**src/rtl/com_slink_rxarb_if.sv**
```systemverilog
// Slink receive arbiter bundle: per-channel request/byte streams, one-hot grant,
// merged 8-bit output stream, and arbiter status/error flags.
// Ports: master = channel sources + merged-stream sink, slave = arbiter.
interface com_slink_rxarb_if #(
  parameter int NUM_CH = 4
);
  logic [NUM_CH-1:0]   ch_mask;
  logic [NUM_CH-1:0]   ch_req;
  logic [NUM_CH-1:0]   ch_gnt;
  logic [NUM_CH-1:0]   ch_dval;
  logic [NUM_CH-1:0]   ch_sop;
  logic [NUM_CH-1:0]   ch_eop;
  logic [8*NUM_CH-1:0] ch_data;
  logic                out_dval;
  logic                out_sop;
  logic                out_eop;
  logic [7:0]          out_data;
  logic                arb_busy;
  logic [2:0]          arb_cur_ch;
  logic                err_len;
  logic                err_to;

  modport slave (
    input  ch_mask, ch_req, ch_dval, ch_sop, ch_eop, ch_data,
    output ch_gnt, out_dval, out_sop, out_eop, out_data,
    output arb_busy, arb_cur_ch, err_len, err_to
  );

  modport master (
    output ch_mask, ch_req, ch_dval, ch_sop, ch_eop, ch_data,
    input  ch_gnt, out_dval, out_sop, out_eop, out_data,
    input  arb_busy, arb_cur_ch, err_len, err_to
  );
endinterface

```
**src/rtl/com_slink_rxarb.sv**
```systemverilog
// Packet-atomic round-robin merge of NUM_CH byte streams into one dval/sop/eop/data stream.
// Latency: 1 cycle from granted channel byte to out_*; grant 1 cycle after request seen in IDLE.
// Backpressure: none downstream; channels are throttled only by ch_gnt, one whole packet per grant.
// Ports: clk_wr, rst_wr (async active-low), bus (slave side of com_slink_rxarb_if):
//   ch_mask/ch_req/ch_dval/ch_sop/ch_eop/ch_data in, ch_gnt out, out_* merged stream,
//   arb_busy/arb_cur_ch status, err_len/err_to one-cycle error pulses.
module com_slink_rxarb #(
  parameter int NUM_CH  = 4,
  parameter int MAX_LEN = 2048,
  parameter int IDLE_TO = 255
) (
  input  logic             clk_wr,
  input  logic             rst_wr,
  com_slink_rxarb_if.slave bus
);

  localparam int BW = $clog2(MAX_LEN + 1);
  localparam int IW = $clog2(IDLE_TO + 1);
  localparam logic [BW-1:0] LEN_LAST = BW'(MAX_LEN - 1);
  localparam logic [IW-1:0] TO_LAST  = IW'(IDLE_TO - 1);
  localparam logic [2:0]    PTR_RST  = 3'(NUM_CH - 1);

  typedef enum logic [1:0] {IDLE, XFER, GAP} state_t;

  state_t            state;
  state_t            state_nxt;
  logic [2:0]        ptr;       // last granted channel; reset value gives channel 0 first priority
  logic [2:0]        cur_ch;    // visible copy of ptr, resets to 0
  logic [BW-1:0]     byte_cnt;
  logic [IW-1:0]     idle_cnt;
  logic [NUM_CH-1:0] elig;
  logic [NUM_CH-1:0] gnt;
  logic              busy;
  logic              hi_vld;
  logic              lo_vld;
  logic [2:0]        hi_idx;
  logic [2:0]        lo_idx;
  logic              pick_vld;
  logic [2:0]        pick_idx;
  logic              g_dval;
  logic              g_eop;
  logic [7:0]        g_data;
  logic              len_hit;
  logic              to_hit;
  logic              xfer_end;
  logic              fwd_dval;
  logic              fwd_sop;
  logic              fwd_eop;
  logic [7:0]        fwd_data;
  logic              len_err;
  logic              to_err;

  assign elig = bus.ch_req & bus.ch_mask;

  // Round robin from ptr+1: channels above ptr win over those at or below it;
  // within each half the lowest index wins (descending loop, last write sticks).
  always_comb begin
    hi_vld = 1'b0;
    lo_vld = 1'b0;
    hi_idx = '0;
    lo_idx = '0;
    for (int c = NUM_CH - 1; c >= 0; c--) begin
      if (elig[c]) begin
        if (c > int'(ptr)) begin
          hi_vld = 1'b1;
          hi_idx = 3'(c);
        end else begin
          lo_vld = 1'b1;
          lo_idx = 3'(c);
        end
      end
    end
    pick_vld = hi_vld | lo_vld;
    pick_idx = hi_vld ? hi_idx : lo_idx;
  end

  // Only the granted channel's inputs are looked at.
  always_comb begin
    g_dval = 1'b0;
    g_eop  = 1'b0;
    g_data = '0;
    for (int c = 0; c < NUM_CH; c++) begin
      if (cur_ch == 3'(c)) begin
        g_dval = bus.ch_dval[c];
        g_eop  = bus.ch_eop[c];
        g_data = bus.ch_data[8*c +: 8];
      end
    end
  end

  // MAX_LEN-th byte without eop is closed by force; a byte arriving on the
  // would-be expiry cycle takes precedence over the timeout.
  assign len_hit  = g_dval && !g_eop && (byte_cnt == LEN_LAST);
  assign to_hit   = !g_dval && (idle_cnt == TO_LAST);
  assign xfer_end = (state == XFER) && ((g_dval && g_eop) || len_hit || to_hit);

  // FSM: state register
  always_ff @(posedge clk_wr or negedge rst_wr) begin
    if (!rst_wr) begin
      state <= IDLE;
    end else begin
      state <= state_nxt;
    end
  end

  // FSM: next state
  always_comb begin
    state_nxt = state;
    case (state)
      IDLE:    if (pick_vld) state_nxt = XFER;
      XFER:    if (xfer_end) state_nxt = GAP;
      GAP:     state_nxt = IDLE;
      default: state_nxt = IDLE;
    endcase
  end

  // FSM: outputs
  always_comb begin
    gnt  = '0;
    busy = (state != IDLE);
    if (state == XFER) begin
      for (int c = 0; c < NUM_CH; c++) begin
        if (cur_ch == 3'(c)) gnt[c] = 1'b1;
      end
    end
  end

  // Datapath: grant capture, counters, registered output stream.
  always_ff @(posedge clk_wr or negedge rst_wr) begin
    if (!rst_wr) begin
      ptr      <= PTR_RST;
      cur_ch   <= '0;
      byte_cnt <= '0;
      idle_cnt <= '0;
      fwd_dval <= 1'b0;
      fwd_sop  <= 1'b0;
      fwd_eop  <= 1'b0;
      fwd_data <= '0;
      len_err  <= 1'b0;
      to_err   <= 1'b0;
    end else begin
      fwd_dval <= 1'b0;
      fwd_sop  <= 1'b0;
      fwd_eop  <= 1'b0;
      fwd_data <= '0;
      len_err  <= 1'b0;
      to_err   <= 1'b0;
      if (state == IDLE) begin
        if (pick_vld) begin
          ptr      <= pick_idx;
          cur_ch   <= pick_idx;
          byte_cnt <= '0;
          idle_cnt <= '0;
        end
      end else if (state == XFER) begin
        if (g_dval) begin
          fwd_dval <= 1'b1;
          // sop is regenerated from position: first byte of the grant only
          fwd_sop  <= (byte_cnt == '0);
          fwd_eop  <= g_eop | len_hit;
          fwd_data <= g_data;
          len_err  <= len_hit;
          byte_cnt <= byte_cnt + 1'b1;
          idle_cnt <= '0;
        end else begin
          idle_cnt <= idle_cnt + 1'b1;
          if (to_hit) begin
            // zero-data terminator; downstream CRC rejects the truncated packet
            fwd_dval <= 1'b1;
            fwd_eop  <= 1'b1;
            to_err   <= 1'b1;
          end
        end
      end
    end
  end

  assign bus.ch_gnt     = gnt;
  assign bus.arb_busy   = busy;
  assign bus.arb_cur_ch = cur_ch;
  assign bus.out_dval   = fwd_dval;
  assign bus.out_sop    = fwd_sop;
  assign bus.out_eop    = fwd_eop;
  assign bus.out_data   = fwd_data;
  assign bus.err_len    = len_err;
  assign bus.err_to     = to_err;

endmodule

```
**src/flat_wrapper.sv**
```systemverilog
// flat-port wrapper written by rule: the top's interface ports become plain ports
module com_slink_rxarb_flat 
#(
  parameter int NUM_CH  = 4,
  parameter int MAX_LEN = 2048,
  parameter int IDLE_TO = 255
)
  (clk_wr, rst_wr, bus_ch_mask, bus_ch_req, bus_ch_dval, bus_ch_sop, bus_ch_eop, bus_ch_data, bus_ch_gnt, bus_out_dval, bus_out_sop, bus_out_eop, bus_out_data, bus_arb_busy, bus_arb_cur_ch, bus_err_len, bus_err_to);
  com_slink_rxarb_if #(.NUM_CH(NUM_CH)) bus_i ();
  input  logic clk_wr;
  input  logic rst_wr;
  input wire logic [$bits(bus_i.ch_mask)-1:0] bus_ch_mask;
  input wire logic [$bits(bus_i.ch_req)-1:0] bus_ch_req;
  input wire logic [$bits(bus_i.ch_dval)-1:0] bus_ch_dval;
  input wire logic [$bits(bus_i.ch_sop)-1:0] bus_ch_sop;
  input wire logic [$bits(bus_i.ch_eop)-1:0] bus_ch_eop;
  input wire logic [$bits(bus_i.ch_data)-1:0] bus_ch_data;
  output wire logic [$bits(bus_i.ch_gnt)-1:0] bus_ch_gnt;
  output wire logic [$bits(bus_i.out_dval)-1:0] bus_out_dval;
  output wire logic [$bits(bus_i.out_sop)-1:0] bus_out_sop;
  output wire logic [$bits(bus_i.out_eop)-1:0] bus_out_eop;
  output wire logic [$bits(bus_i.out_data)-1:0] bus_out_data;
  output wire logic [$bits(bus_i.arb_busy)-1:0] bus_arb_busy;
  output wire logic [$bits(bus_i.arb_cur_ch)-1:0] bus_arb_cur_ch;
  output wire logic [$bits(bus_i.err_len)-1:0] bus_err_len;
  output wire logic [$bits(bus_i.err_to)-1:0] bus_err_to;
  assign bus_i.ch_mask = bus_ch_mask;
  assign bus_i.ch_req = bus_ch_req;
  assign bus_i.ch_dval = bus_ch_dval;
  assign bus_i.ch_sop = bus_ch_sop;
  assign bus_i.ch_eop = bus_ch_eop;
  assign bus_i.ch_data = bus_ch_data;
  assign bus_ch_gnt = bus_i.ch_gnt;
  assign bus_out_dval = bus_i.out_dval;
  assign bus_out_sop = bus_i.out_sop;
  assign bus_out_eop = bus_i.out_eop;
  assign bus_out_data = bus_i.out_data;
  assign bus_arb_busy = bus_i.arb_busy;
  assign bus_arb_cur_ch = bus_i.arb_cur_ch;
  assign bus_err_len = bus_i.err_len;
  assign bus_err_to = bus_i.err_to;
  com_slink_rxarb #(.NUM_CH(NUM_CH), .MAX_LEN(MAX_LEN), .IDLE_TO(IDLE_TO)) u_core (.clk_wr(clk_wr), .rst_wr(rst_wr), .bus(bus_i));
endmodule
```
**config.mk**
```make
export PLATFORM = sky130hd
export DESIGN_NAME = com_slink_rxarb_flat
export DESIGN_NICKNAME = d
export VERILOG_FILES = /design/src/rtl/com_slink_rxarb_if.sv /design/src/rtl/com_slink_rxarb.sv /design/src/flat_wrapper.sv
export SDC_FILE = /design/constraint.sdc
export NUM_CORES = 1
export LEC_CHECK = 0
export BUFFER_PORTS_ARGS = -buffer_cell sky130_fd_sc_hd__clkbuf_2
export CORE_MARGIN = 1.5
export CORE_UTILIZATION = 48
export DETAILED_ROUTE_END_ITERATION = 10
export GPL_TIMING_DRIVEN = 1
export HOLD_SLACK_MARGIN = 0.1
export PLACE_DENSITY = 0.87
export SLEW_MARGIN = 10
export SYNTH_ARGS = -nofsm -noshare
export SYNTH_HDL_FRONTEND = slang
export SYNTH_SLANG_ARGS = --single-unit
```
**constraint.sdc**
```tcl
create_clock -name clk_wr -period 5.8 [get_ports clk_wr]
set_clock_uncertainty 0.2 [all_clocks]
set_input_delay 0 -clock clk_wr [delete_from_list [all_inputs] [get_ports clk_wr]]
set_output_delay 0 -clock clk_wr [all_outputs]
set_load 0.005 [all_outputs]
```
==> run_summary.xml <==
<?xml version="1.0" encoding="UTF-8"?>
<metrics>
  <group name="route">
    <metric name="overall_routed_net_length" unit="mm">6.13</metric>
    <metric name="detail_route.drc_violations" unit="">0</metric>
    <metric name="post_route_ant_nets" unit="">0</metric>
    <metric name="vias" unit="">2088</metric>
    <metric name="avgRoutedWirePerCell" unit="µm">17.7</metric>
    <metric name="dr_iter_0_viols" unit="">272</metric>
    <metric name="dr.pass1.iters" unit="">5</metric>
    <metric name="route.detailed.vias_per_inst" unit="">6.02</metric>
  </group>
  <group name="floorplanning">
    <metric name="floorplan.io_pins" unit="">75</metric>
    <metric name="die_area" unit="µm²">4820</metric>
    <metric name="initial_utilization" unit="%">51.5</metric>
    <metric name="floorplan.rows" unit="">23</metric>
    <metric name="die_h" unit="µm">69.4</metric>
    <metric name="core" unit="µm²">4120</metric>
    <metric name="die_extent_in_x" unit="µm">69.4</metric>
  </group>
  <group name="yosys">
    <metric name="yosys.area.top_type_share" unit="%">43.7</metric>
    <metric name="post_synthesis_cell_type_count" unit="">43</metric>
    <metric name="synth_ff_type" unit="">sky130_fd_sc_hd__dfrtp_1</metric>
    <metric name="netlist_instances" unit="">203</metric>
    <metric name="syn-num-nets" unit="">261</metric>
    <metric name="sequential_element_share_of_the_synthesized_area" unit="%">46.2</metric>
    <metric name="mappedNetlistArea" unit="µm²">2120</metric>
    <metric name="yosys.cell_count.top_type" unit="">sky130_fd_sc_hd__dfrtp_1</metric>
    <metric name="asyncSetResetFlopFracSynth" unit="%">100</metric>
    <metric name="synth.top_cells.by_area" unit="">sky130_fd_sc_hd__dfrtp_1 (44%), sky130_fd_sc_hd__mux4_2 (11%), sky130_fd_sc_hd__o21ai_0 (4.0%)</metric>
    <metric name="avgSynthCellArea" unit="µm²">10.4</metric>
    <metric name="synth_enable_flop_cells" unit="">0</metric>
    <metric name="synth_commonest_cells" unit="">sky130_fd_sc_hd__dfrtp_1 (37), sky130_fd_sc_hd__nand2_1 (19), sky130_fd_sc_hd__o21ai_0 (17)</metric>
    <metric name="yosys_warnings" unit="">0</metric>
    <metric name="cell_type_contributing_the_most_total_cell_area_after_synthesis" unit="">sky130_fd_sc_hd__dfrtp_1</metric>
    <metric name="yosys_register_bits" unit="">39</metric>
  </group>
  <group name="placed_design">
    <metric name="detailedPlacementHpwl" unit="mm">3.69</metric>
    <metric name="placement.setup.worst_slack" unit="ns">3.11</metric>
    <metric name="port-buffer-count" unit="">69</metric>
    <metric name="globalplace.congestion" unit="">0.873</metric>
  </group>
  <group name="clock_tree">
    <metric name="numCtsBuffers" unit="">5</metric>
    <metric name="post-cts-setup-buffer-count" unit="">0</metric>
    <metric name="tritoncts" unit="">done</metric>
    <metric name="clock-root-buffer" unit="">sky130_fd_sc_hd__clkbuf_8</metric>
    <metric name="h-tree-depth" unit="">2</metric>
    <metric name="cts_hold_buffers" unit="">27</metric>
    <metric name="clk_transition_reported_paths" unit="ns">0.09</metric>
    <metric name="tritoncts_num_sinks" unit="">39</metric>
    <metric name="post_cts_resize_count" unit="">0</metric>
    <metric name="cts_max_path_buffers" unit="">2</metric>
    <metric name="clk_latency" unit="ns">0.31</metric>
  </group>
  <group name="power">
    <metric name="total_leakage_power" unit="nW">1.39</metric>
    <metric name="vdd.ir_drop.worst" unit="V">0.000299</metric>
    <metric name="power_density" unit="nW/µm²">402</metric>
  </group>
  <group name="global_routing">
    <metric name="overflow" unit="">0</metric>
    <metric name="grt_usage" unit="%">26.8</metric>
    <metric name="grt_first_pass_wirelength" unit="mm">10.1</metric>
    <metric name="grt_pass1_vias" unit="">2079</metric>
    <metric name="antenna_found_initial" unit="">0</metric>
    <metric name="pin_count_of_the_biggest_net_entering_global_routing" unit="">40</metric>
  </group>
  <group name="finish">
    <metric name="fillCellCount" unit="">309</metric>
    <metric name="multi_input_comb_area" unit="µm²">1050</metric>
    <metric name="seq_area" unit="µm²">978</metric>
    <metric name="num-nets-final" unit="">354</metric>
    <metric name="num_antenna_cells" unit="">0</metric>
    <metric name="post_route_cells_drive_above_1_share" unit="%">30.6</metric>
    <metric name="syn_to_final_growth" unit="%">36.0</metric>
  </group>
  <group name="setup_path">
    <metric name="worstRegToRegCells" unit="">4</metric>
    <metric name="crit_path_max_fanout" unit="">25</metric>
    <metric name="cp_data_arrival_time" unit="ns">2.78</metric>
    <metric name="crit_path_start_kind" unit="">flop</metric>
    <metric name="rr_endpoint" unit="">u_core.idle_cnt[5]</metric>
    <metric name="critical_path_class" unit="">flop to flop</metric>
    <metric name="setup.reg_to_reg.worst_slack" unit="ns">3.04</metric>
    <metric name="category_of_the_worst_setup_path_capture_point" unit="">flop</metric>
    <metric name="timing.critical_path.required" unit="ns">5.82</metric>
    <metric name="worstReg2RegStart" unit="">u_core.bus.arb_cur_ch[0]</metric>
  </group>
  <group name="sta">
    <metric name="rsz_0062_raised_after_global_routing" unit="">no</metric>
    <metric name="setup_violations" unit="">0</metric>
    <metric name="fmaxAchievable" unit="MHz">362</metric>
    <metric name="post-route-period-util" unit="%">47.6</metric>
    <metric name="layout_setup_ws" unit="ns">3.04</metric>
    <metric name="actual_transition_at_the_worst_max_transition_pin" unit="ns">1.08</metric>
    <metric name="min_period" unit="ns">2.76</metric>
    <metric name="count_of_final_hold_check_violations" unit="">0</metric>
    <metric name="final.setup.tns" unit="ns">0</metric>
    <metric name="timing.final.max_slew_violations" unit="">0</metric>
    <metric name="max_slew_margin" unit="%">27.9</metric>
    <metric name="timing.hold.ws" unit="ns">0.121</metric>
  </group>
  <group name="run_status">
    <metric name="run_status" unit="">finished clean</metric>
  </group>
  <group name="hold_path">
    <metric name="worst_hold_path.endpoint" unit="">u_core.state[1]</metric>
    <metric name="hold_depth" unit="">5</metric>
    <metric name="min-delay-path-class" unit="">primary input to flop</metric>
    <metric name="holdCritStartpoint" unit="">bus_ch_eop[3]</metric>
  </group>
  <group name="job">
    <metric name="max-cap-violations" unit="">0</metric>
  </group>
</metrics>
==> cell usage in the layout, fill, tap and decap left out, types with 3 or more instances in the layout <==
master                          instances
sky130_fd_sc_hd__a21oi_1                3
sky130_fd_sc_hd__and2_1                 3
sky130_fd_sc_hd__and3_1                13
sky130_fd_sc_hd__and4_1                 3
sky130_fd_sc_hd__clkbuf_2              69
sky130_fd_sc_hd__clkbuf_8               5
sky130_fd_sc_hd__dfrtp_1               37
sky130_fd_sc_hd__dlygate4sd3_1         27
sky130_fd_sc_hd__ha_1                   4
sky130_fd_sc_hd__inv_1                  9
sky130_fd_sc_hd__mux4_2                10
sky130_fd_sc_hd__nand2_1               19
sky130_fd_sc_hd__nand3_1                9
sky130_fd_sc_hd__nand4_1                4
sky130_fd_sc_hd__nor2_1                10
sky130_fd_sc_hd__nor3_1                 5
sky130_fd_sc_hd__nor4_1                 3
sky130_fd_sc_hd__o211ai_1               5
sky130_fd_sc_hd__o21a_1                 4
sky130_fd_sc_hd__o21ai_0               17
sky130_fd_sc_hd__o31ai_1                6
sky130_fd_sc_hd__or3_1                  4
==> kinds of logic after synthesis <==
logic type	share of synthesized area [%]
AO/OA/AOI/OAI	14.1
XOR/XNOR	0.827
adder cells (fa/ha/maj)	2.36
buffers and inverters	4.02
flip-flops	46.2
multiplexers	11.1
other	0.177
AND/OR/NAND/NOR	21.3
==> registers in the layout (all words and copies together), names as in the netlist <==
register / count
u_core.bus.arb_cur_ch: 2
u_core.bus.err_len: 1
u_core.bus.err_to: 1
u_core.bus.out_data: 8
u_core.bus.out_dval: 1
u_core.bus.out_eop: 1
u_core.bus.out_sop: 1
u_core.byte_cnt: 12
u_core.idle_cnt: 8
u_core.ptr: 2
u_core.state: 2
==> critical path, stage by stage (launching register included) <==
cell and delay (ns):
sky130_fd_sc_hd__dfrtp_1 0.82, sky130_fd_sc_hd__mux4_2 0.84, sky130_fd_sc_hd__or2_0 0.34, sky130_fd_sc_hd__or3_1 0.37, sky130_fd_sc_hd__o21ai_0 0.10
==> through the flow <==
step           cell area, µm²  total power [mW]  instances  util [%]
2_1_floorplan            2120             0.683        203         -
3_3_place_gp             2470             0.792        312      60.1
3_5_place_dp             2470             0.804        312      60.1
4_1_cts                  2880              1.14        347      70.0
5_1_grt                  2880              1.22        347      70.0
6_report                 2880              1.16        347      70.0
==> routing by layer <==
layer	up-vias	wire (µm)	GRT usage, %
li1	946	-	-
met1	1004	2430	31.6
met2	109	3030	45.1
met3	29	368	6.83
met4	0	304	13.7
met5	-	0	0
==> how the worst max path moves through the flow <==
stage                                  start                  end  slack (ns)  cells after the start
floorplan           u_core.bus.arb_cur_ch[0]   u_core.idle_cnt[5]        3.86                      5
global placement    u_core.bus.arb_cur_ch[0]   u_core.idle_cnt[5]        3.17                      4
detailed placement  u_core.bus.arb_cur_ch[0]  u_core.byte_cnt[10]        3.11                      4
CTS                 u_core.bus.arb_cur_ch[0]   u_core.idle_cnt[5]        3.05                      4
global route        u_core.bus.arb_cur_ch[0]  u_core.byte_cnt[10]        2.88                      4
finish              u_core.bus.arb_cur_ch[0]   u_core.idle_cnt[5]        3.04                      4
==> power breakdown <==
| part | internal (mW) | switching (mW) | total [mW] |
|---|---|---|---|
| sequential | 0.337 | 0.0730 | 0.410 |
| clock | 0.172 | 0.107 | 0.279 |
| combinational | 0.238 | 0.233 | 0.470 |
| total | 0.746 | 0.413 | 1.16 |
==> cell type report <==
cell class              count  area share [%]
clock buffers               5            2.39
clock inverters             3            2.34
inverters                   9            1.17
multi-input cells         145            36.6
flip-flops and latches     39            34.0
well taps                  50            2.17
repair buffers             96            21.4
Power figures use the tool's default switching activity.
